File: src/rtl/instr_fetch_unit_pkg.sv
// Shared definitions for the 8sc instruction fetch front end: field widths,
// opcode encodings (matching control_unit) and the fetch FSM state type.
package fetch_pkg;

    localparam int OPC_W = 3;
    localparam int OPR_W = 5;

    localparam logic [OPC_W-1:0] OP_0 = 3'd0;
    localparam logic [OPC_W-1:0] OP_1 = 3'd1;
    localparam logic [OPC_W-1:0] OP_2 = 3'd2;
    localparam logic [OPC_W-1:0] OP_3 = 3'd3;
    localparam logic [OPC_W-1:0] OP_4 = 3'd4;
    localparam logic [OPC_W-1:0] OP_5 = 3'd5;
    localparam logic [OPC_W-1:0] OP_6 = 3'd6;
    localparam logic [OPC_W-1:0] OP_7 = 3'd7;

    localparam logic [OPC_W-1:0] OP_BRANCH = OP_3;
    localparam logic [OPC_W-1:0] OP_STORE  = OP_5;
    localparam logic [OPC_W-1:0] OP_LDH    = OP_7;

    typedef enum logic [1:0] {
        ST_IDLE  = 2'd0,
        ST_FETCH = 2'd1,
        ST_WAIT  = 2'd2,
        ST_ISSUE = 2'd3
    } fetch_state_t;

endpackage

File: src/rtl/instr_fetch_unit_if.sv
// Instruction issue channel between the fetch unit (master) and
// decode/execute in control_unit (slave).
interface instr_fetch_unit_if #(
    parameter int ADDR_W = 8,
    parameter int OPC_W  = 3,
    parameter int OPR_W  = 5
);
    logic              instr_valid;
    logic              instr_ready;
    logic [OPC_W-1:0]  instr_opcode;
    logic [OPR_W-1:0]  instr_operand;
    logic [ADDR_W-1:0] instr_pc;

    modport master (
        output instr_valid,
        output instr_opcode,
        output instr_operand,
        output instr_pc,
        input  instr_ready
    );

    modport slave (
        input  instr_valid,
        input  instr_opcode,
        input  instr_operand,
        input  instr_pc,
        output instr_ready
    );
endinterface

File: src/rtl/instr_fetch_unit_pc.sv
// Program counter: redirect load takes priority over increment; the
// increment wraps modulo 2^ADDR_W.
module fetch_pc #(
    parameter int ADDR_W = 8
) (
    input  logic              clk,
    input  logic              rst_n,
    input  logic              load,
    input  logic [ADDR_W-1:0] load_pc,
    input  logic              inc,
    output logic [ADDR_W-1:0] pc
);
    localparam logic [ADDR_W-1:0] PC_STEP = ADDR_W'(1);

    always_ff @(posedge clk or negedge rst_n) begin
        if (!rst_n) begin
            pc <= '0;
        end else if (load) begin
            pc <= load_pc;
        end else if (inc) begin
            pc <= pc + PC_STEP;
        end
    end
endmodule

File: src/rtl/instr_fetch_unit.sv
// 8sc fetch front end: IDLE -> FETCH -> WAIT -> ISSUE loop over synchronous
// program memory, with branch redirects squashing any in-flight fetch.
module instr_fetch_unit #(
    parameter int ADDR_W = 8,
    parameter int DATA_W = 8,
    parameter int OPC_W  = fetch_pkg::OPC_W,
    parameter int OPR_W  = fetch_pkg::OPR_W
) (
    input  logic              clk,
    input  logic              rst_n,
    input  logic              run,
    output logic              imem_rd,
    output logic [ADDR_W-1:0] imem_addr,
    input  logic [DATA_W-1:0] imem_rdata,
    instr_fetch_unit_if.master instr,
    input  logic              redirect,
    input  logic [ADDR_W-1:0] redirect_pc,
    output logic              busy
);
    import fetch_pkg::*;

    fetch_state_t      state;
    logic [ADDR_W-1:0] pc;
    logic [OPC_W-1:0]  opcode_q;
    logic [OPR_W-1:0]  operand_q;
    logic [ADDR_W-1:0] instr_pc_q;
    logic              pc_inc;

    // A redirect during WAIT wins over the increment, so the squashed word
    // never advances the counter.
    assign pc_inc = (state == ST_WAIT) && !redirect;

    fetch_pc #(.ADDR_W(ADDR_W)) u_fetch_pc (
        .clk     (clk),
        .rst_n   (rst_n),
        .load    (redirect),
        .load_pc (redirect_pc),
        .inc     (pc_inc),
        .pc      (pc)
    );

    always_ff @(posedge clk or negedge rst_n) begin
        if (!rst_n) begin
            state      <= ST_IDLE;
            opcode_q   <= '0;
            operand_q  <= '0;
            instr_pc_q <= '0;
        end else if (redirect) begin
            state <= run ? ST_FETCH : ST_IDLE;
        end else begin
            case (state)
                ST_IDLE: begin
                    if (run) state <= ST_FETCH;
                end
                ST_FETCH: begin
                    state <= ST_WAIT;
                end
                ST_WAIT: begin
                    opcode_q   <= imem_rdata[DATA_W-1 -: OPC_W];
                    operand_q  <= imem_rdata[OPR_W-1:0];
                    instr_pc_q <= pc;
                    state      <= ST_ISSUE;
                end
                ST_ISSUE: begin
                    if (instr.instr_ready) state <= run ? ST_FETCH : ST_IDLE;
                end
                default: begin
                    state <= ST_IDLE;
                end
            endcase
        end
    end

    assign imem_rd             = (state == ST_FETCH);
    assign imem_addr           = pc;
    assign busy                = (state != ST_IDLE);
    assign instr.instr_valid   = (state == ST_ISSUE);
    assign instr.instr_opcode  = opcode_q;
    assign instr.instr_operand = operand_q;
    assign instr.instr_pc      = instr_pc_q;
endmodule

File: src/flat_wrapper.sv
// flat-port wrapper written by rule: the top's interface ports become plain ports
module instr_fetch_unit_flat import fetch_pkg::*;
#(
    parameter int ADDR_W = 8,
    parameter int DATA_W = 8,
    parameter int OPC_W  = fetch_pkg::OPC_W,
    parameter int OPR_W  = fetch_pkg::OPR_W
)
  (clk, rst_n, run, imem_rd, imem_addr, imem_rdata, redirect, redirect_pc, busy, instr_instr_valid, instr_instr_opcode, instr_instr_operand, instr_instr_pc, instr_instr_ready);
  instr_fetch_unit_if #(.ADDR_W(ADDR_W), .OPC_W(OPC_W), .OPR_W(OPR_W)) instr_i ();
  input  logic clk;
  input  logic rst_n;
  input  logic run;
  output logic imem_rd;
  output logic [ADDR_W-1:0] imem_addr;
  input  logic [DATA_W-1:0] imem_rdata;
  input  logic redirect;
  input  logic [ADDR_W-1:0] redirect_pc;
  output logic busy;
  output wire logic [$bits(instr_i.instr_valid)-1:0] instr_instr_valid;
  output wire logic [$bits(instr_i.instr_opcode)-1:0] instr_instr_opcode;
  output wire logic [$bits(instr_i.instr_operand)-1:0] instr_instr_operand;
  output wire logic [$bits(instr_i.instr_pc)-1:0] instr_instr_pc;
  input wire logic [$bits(instr_i.instr_ready)-1:0] instr_instr_ready;
  assign instr_instr_valid = instr_i.instr_valid;
  assign instr_instr_opcode = instr_i.instr_opcode;
  assign instr_instr_operand = instr_i.instr_operand;
  assign instr_instr_pc = instr_i.instr_pc;
  assign instr_i.instr_ready = instr_instr_ready;
  instr_fetch_unit #(.ADDR_W(ADDR_W), .DATA_W(DATA_W), .OPC_W(OPC_W), .OPR_W(OPR_W)) u_core (.clk(clk), .rst_n(rst_n), .run(run), .imem_rd(imem_rd), .imem_addr(imem_addr), .imem_rdata(imem_rdata), .instr(instr_i), .redirect(redirect), .redirect_pc(redirect_pc), .busy(busy));
endmodule
File: config.mk
export PLATFORM = sky130hd
export DESIGN_NAME = instr_fetch_unit_flat
export DESIGN_NICKNAME = d
export VERILOG_FILES = /design/src/rtl/instr_fetch_unit_pkg.sv /design/src/rtl/instr_fetch_unit_if.sv /design/src/rtl/instr_fetch_unit_pc.sv /design/src/rtl/instr_fetch_unit.sv /design/src/flat_wrapper.sv
export SDC_FILE = /design/constraint.sdc
export NUM_CORES = 1
export LEC_CHECK = 0
export ABC_AREA = 1
export BUFFER_PORTS_ARGS = -buffer_cell sky130_fd_sc_hd__buf_2
export CAP_MARGIN = 10
export CORE_ASPECT_RATIO = 0.7
export CORE_MARGIN = 2
export CORE_UTILIZATION = 49
export DETAILED_ROUTE_END_ITERATION = 10
export GPL_ROUTABILITY_DRIVEN = 0
export PLACE_DENSITY = 0.79
export SETUP_SLACK_MARGIN = 0.2
export SLEW_MARGIN = 40
export SYNTH_ARGS = -nofsm -noshare
export SYNTH_HDL_FRONTEND = slang
export SYNTH_HIERARCHICAL = 1
export SYNTH_SLANG_ARGS = --single-unit
File: constraint.sdc
create_clock -name clk -period 2 [get_ports clk]
set_clock_uncertainty 0.1 [all_clocks]
set_input_delay 0.4 -clock clk [delete_from_list [all_inputs] [get_ports clk]]
set_output_delay 0.4 -clock clk [all_outputs]
set_load 0.02 [all_outputs]
==> impl_metrics.env <==
export IMPL_crit_top_cell="inv_1"
export IMPL_comb_power_share_pct=42.2
export IMPL_antenna_found_initial=0
export IMPL_die_x_um=66.6
export IMPL_synthMostInstantiatedCell="nand2_1"
export IMPL_synthToLayoutAreaGrowth_pct=23.6
export IMPL_cp_required_ns=1.50
export IMPL_cts_root_buf="clkbuf_8"
export IMPL_synth_area_leaders="dfrtp_1 48%, nand2_1 23%, ha_1 5.6%"
export IMPL_fin_cells=243
export IMPL_synth_top_cell_area_share_pct=48.5
export IMPL_setup_viol_count_final=0
export IMPL_internal_power_mw=1.31
export IMPL_vias=1194
export IMPL_final_nets=237
export IMPL_synthCells=161
export IMPL_post_cts_buffers=0
export IMPL_hold_violations=0
export IMPL_crit_chain="inv_1 > ha_1 > inv_1 > buf_2"
export IMPL_ir_drop_mv=0.566
export IMPL_cp_arrival_ns=1.21
export IMPL_grt_pass1_wl_mm=4.71
export IMPL_grt_ovfl_total=0
export IMPL_routed_wl_mm=3.02
export IMPL_synth_nets=188
export IMPL_ant_nets=0
export IMPL_fp_dieH_um=47.8
export IMPL_n_fill_cell=221
export IMPL_tightest_slew_ns=0.576
export IMPL_drive_gt1_share_pct=30.6
export IMPL_first_iter_violations=90
export IMPL_die_area_sq_mm=0.00318
export IMPL_coreArea_sq_mm=0.00253
export IMPL_ys_seq_area_share_pct=48.5
export IMPL_grt_use_met2_pct=34.8
export IMPL_crit_type="flip-flop to primary output"
export IMPL_h_tree_depth=1
export IMPL_maxCapViolCount=0
export IMPL_pwr_share_seq_pct=38.8
export IMPL_grt_max_degree=27
export IMPL_p_leak_nw=0.959
export IMPL_yosys_area_top_type="dfrtp_1"
export IMPL_io_pins=48
export IMPL_setup_tns_ns=0
export IMPL_fmax_ghz=0.584
export IMPL_rows=15
export IMPL_synth_cell_type_count=20
export IMPL_post_drt_wl_per_cell_um=12.4
export IMPL_n_antenna_cell=0
export IMPL_cts_buffers=3
export IMPL_grt_pass1_vias=1076
export IMPL_synth_avg_cell_area_sq_um=8.34
export IMPL_first_pass_iters=4
export IMPL_startpoint_type="flip-flop"
export IMPL_max_slew_margin_pct=61.6
export IMPL_grt_busiest_layer="met2"
export IMPL_io_buffers=47
export IMPL_critPathCaptureType="primary output"
export IMPL_dp_hpwl_mm=2.29
export IMPL_numClockSinks=26
export IMPL_critical_path_max_fanout=5
export IMPL_dp_cells=239
export IMPL_syn_area_sq_mm=0.00134
export IMPL_ys_ff_latch=26
export IMPL_vias_per_cell=4.91
export IMPL_min_period_ns=1.71
export IMPL_cts_hold_buffers=0
export IMPL_drc=0
export IMPL_pwr_share_clk_pct=19.0
export IMPL_path_delay_family="flip-flops"
export IMPL_status="finished clean"
export IMPL_p_per_area_mw_per_mm2=1350
export IMPL_cp_buffers_inverters=3
export IMPL_final_max_slew_viol_count=0
export IMPL_sw_frac_of_total_pct=41.8
export IMPL_start_util_pct=53.0
export IMPL_tritoncts="done"
export IMPL_cts_buffer_depth=2
export IMPL_grt_util_met3_pct=5.41
export IMPL_fin_crit_sh_pct=85.7
export IMPL_synth_common_cells="81 x nand2_1, 26 x dfrtp_1, 11 x nand3_1"
export IMPL_grt_met1_usage_pct=26.6
export IMPL_clock_latency_ns=0.27
export IMPL_synth_edf_count=0
export IMPL_slowest_stage="dfrtp_1"
export IMPL_p_total_mw=2.24
export IMPL_postSynth_asyncResetShare_pct=100
export IMPL_rsz0062_at_grt="false"
export IMPL_max_stage_delay_ns=0.43
export IMPL_grtUsageTotal_pct=20.3
export IMPL_clkSlewWorstSetupHoldPaths_ns=0.09
export IMPL_p_sw_uw=937
export IMPL_hp_class="primary input to asynchronous set/reset pin"
export IMPL_synth_top_flop_cell="dfrtp_1"
export IMPL_yosysWarningCount=6
[power groups by stage]
stage | combinational, mW | sequential (mW) | clock, mW
after floorplan | 0.425 | 1.07 | 0
after global placement | 0.909 | 0.865 | 0
after detailed placement | 0.951 | 0.877 | 0
after CTS | 0.954 | 0.867 | 0.434
after global routing | 1.04 | 0.896 | 0.453
final | 0.946 | 0.870 | 0.427
[path summary, 6_finish.rpt]
| check | slack (ns) | cells past startpoint | end | from |
|---|---|---|---|---|
| min in group clk | 0.23 | 3 | u_core/instr.instr_opcode[0]$_DFFE_PN0P_ | imem_rdata[5] |
| worst min register to register | 0.38 | 2 | u_core/instr.instr_pc[6]$_DFFE_PN0P_ | u_core/instr.instr_pc[6]$_DFFE_PN0P_ |
| worst max-delay path | 0.29 | 4 | busy | u_core/state[1]$_DFFE_PN0P_ |
| worst max register to register | 0.35 | 8 | u_core/u_fetch_pc/pc[5]$_DFFE_PN0P_ | u_core/state[0]$_DFFE_PN0P_ |
| worst min-delay path | 0.02 | 1 | u_core/state[0]$_DFFE_PN0P_ | rst_n |
| max in group asynchronous | 1.40 | 1 | u_core/instr.instr_pc[6]$_DFFE_PN0P_ | rst_n |
[state kept, by name, indices dropped and copies added (netlist names)]
register	cells
u_core/instr.instr_pc	8
u_core/u_fetch_pc/pc	8
u_core/instr.instr_operand	5
u_core/instr.instr_opcode	3
u_core/state	2
[logic make-up after synthesis]
family	count (synthesis)	synth area share (%)
AND/OR/NAND/NOR	103	33.5
flip-flops	26	48.5
buffers and inverters	15	6.34
AO/OA/AOI/OAI	9	4.85
adder cells (fa/ha/maj)	6	5.59
XOR/XNOR	2	1.30
[repair_timing]
item,4_1_cts,5_1_grt
resized for setup,0,2
endpoints found under the hold margin,0,0
endpoints found under the setup margin,0,9
[area by class of cell]
type | instances | area [sq um] | share of cell area, %
Clock inverter | 1 | 30.0 | 1.81
Multi-Input combinational cell | 120 | 607 | 36.6
Clock buffer | 3 | 41.3 | 2.49
Sequential cell | 26 | 651 | 39.2
Inverter | 12 | 52.6 | 3.17
Tap cell | 34 | 42.5 | 2.56
Timing Repair Buffer | 47 | 235 | 14.2
[stage by stage]
step	util, %	cell area [sq um]	hold slack (ns)	worst slack [ns]
after global routing	65.5	1660	0.0545	0.216
after CTS	65.4	1660	0.0312	0.247
after floorplan	-	1340	0.00441	0.487
after global placement	62.6	1590	0.317	0.337
final	65.5	1660	0.0209	0.287
after detailed placement	62.6	1590	0.324	0.266
[layer usage]
layer	vias to the layer above	share of wire [%]
li1	601	-
met1	549	45
met2	42	48
met3	2	6.5
met4	0	0.40
met5	-	0
[cell usage in the layout, fill, tap and decap left out, drive strengths merged]
| cell type | instances |
|---|---|
| a21oi | 1 |
| a22oi | 6 |
| buf | 47 |
| bufinv | 1 |
| clkbuf | 3 |
| dfrtp | 26 |
| ha | 6 |
| inv | 12 |
| nand2 | 87 |
| nand3 | 11 |
| nor2 | 5 |
| o21bai | 2 |
| xnor2 | 1 |
| xor2 | 1 |
(Power assumes the default switching activity.)
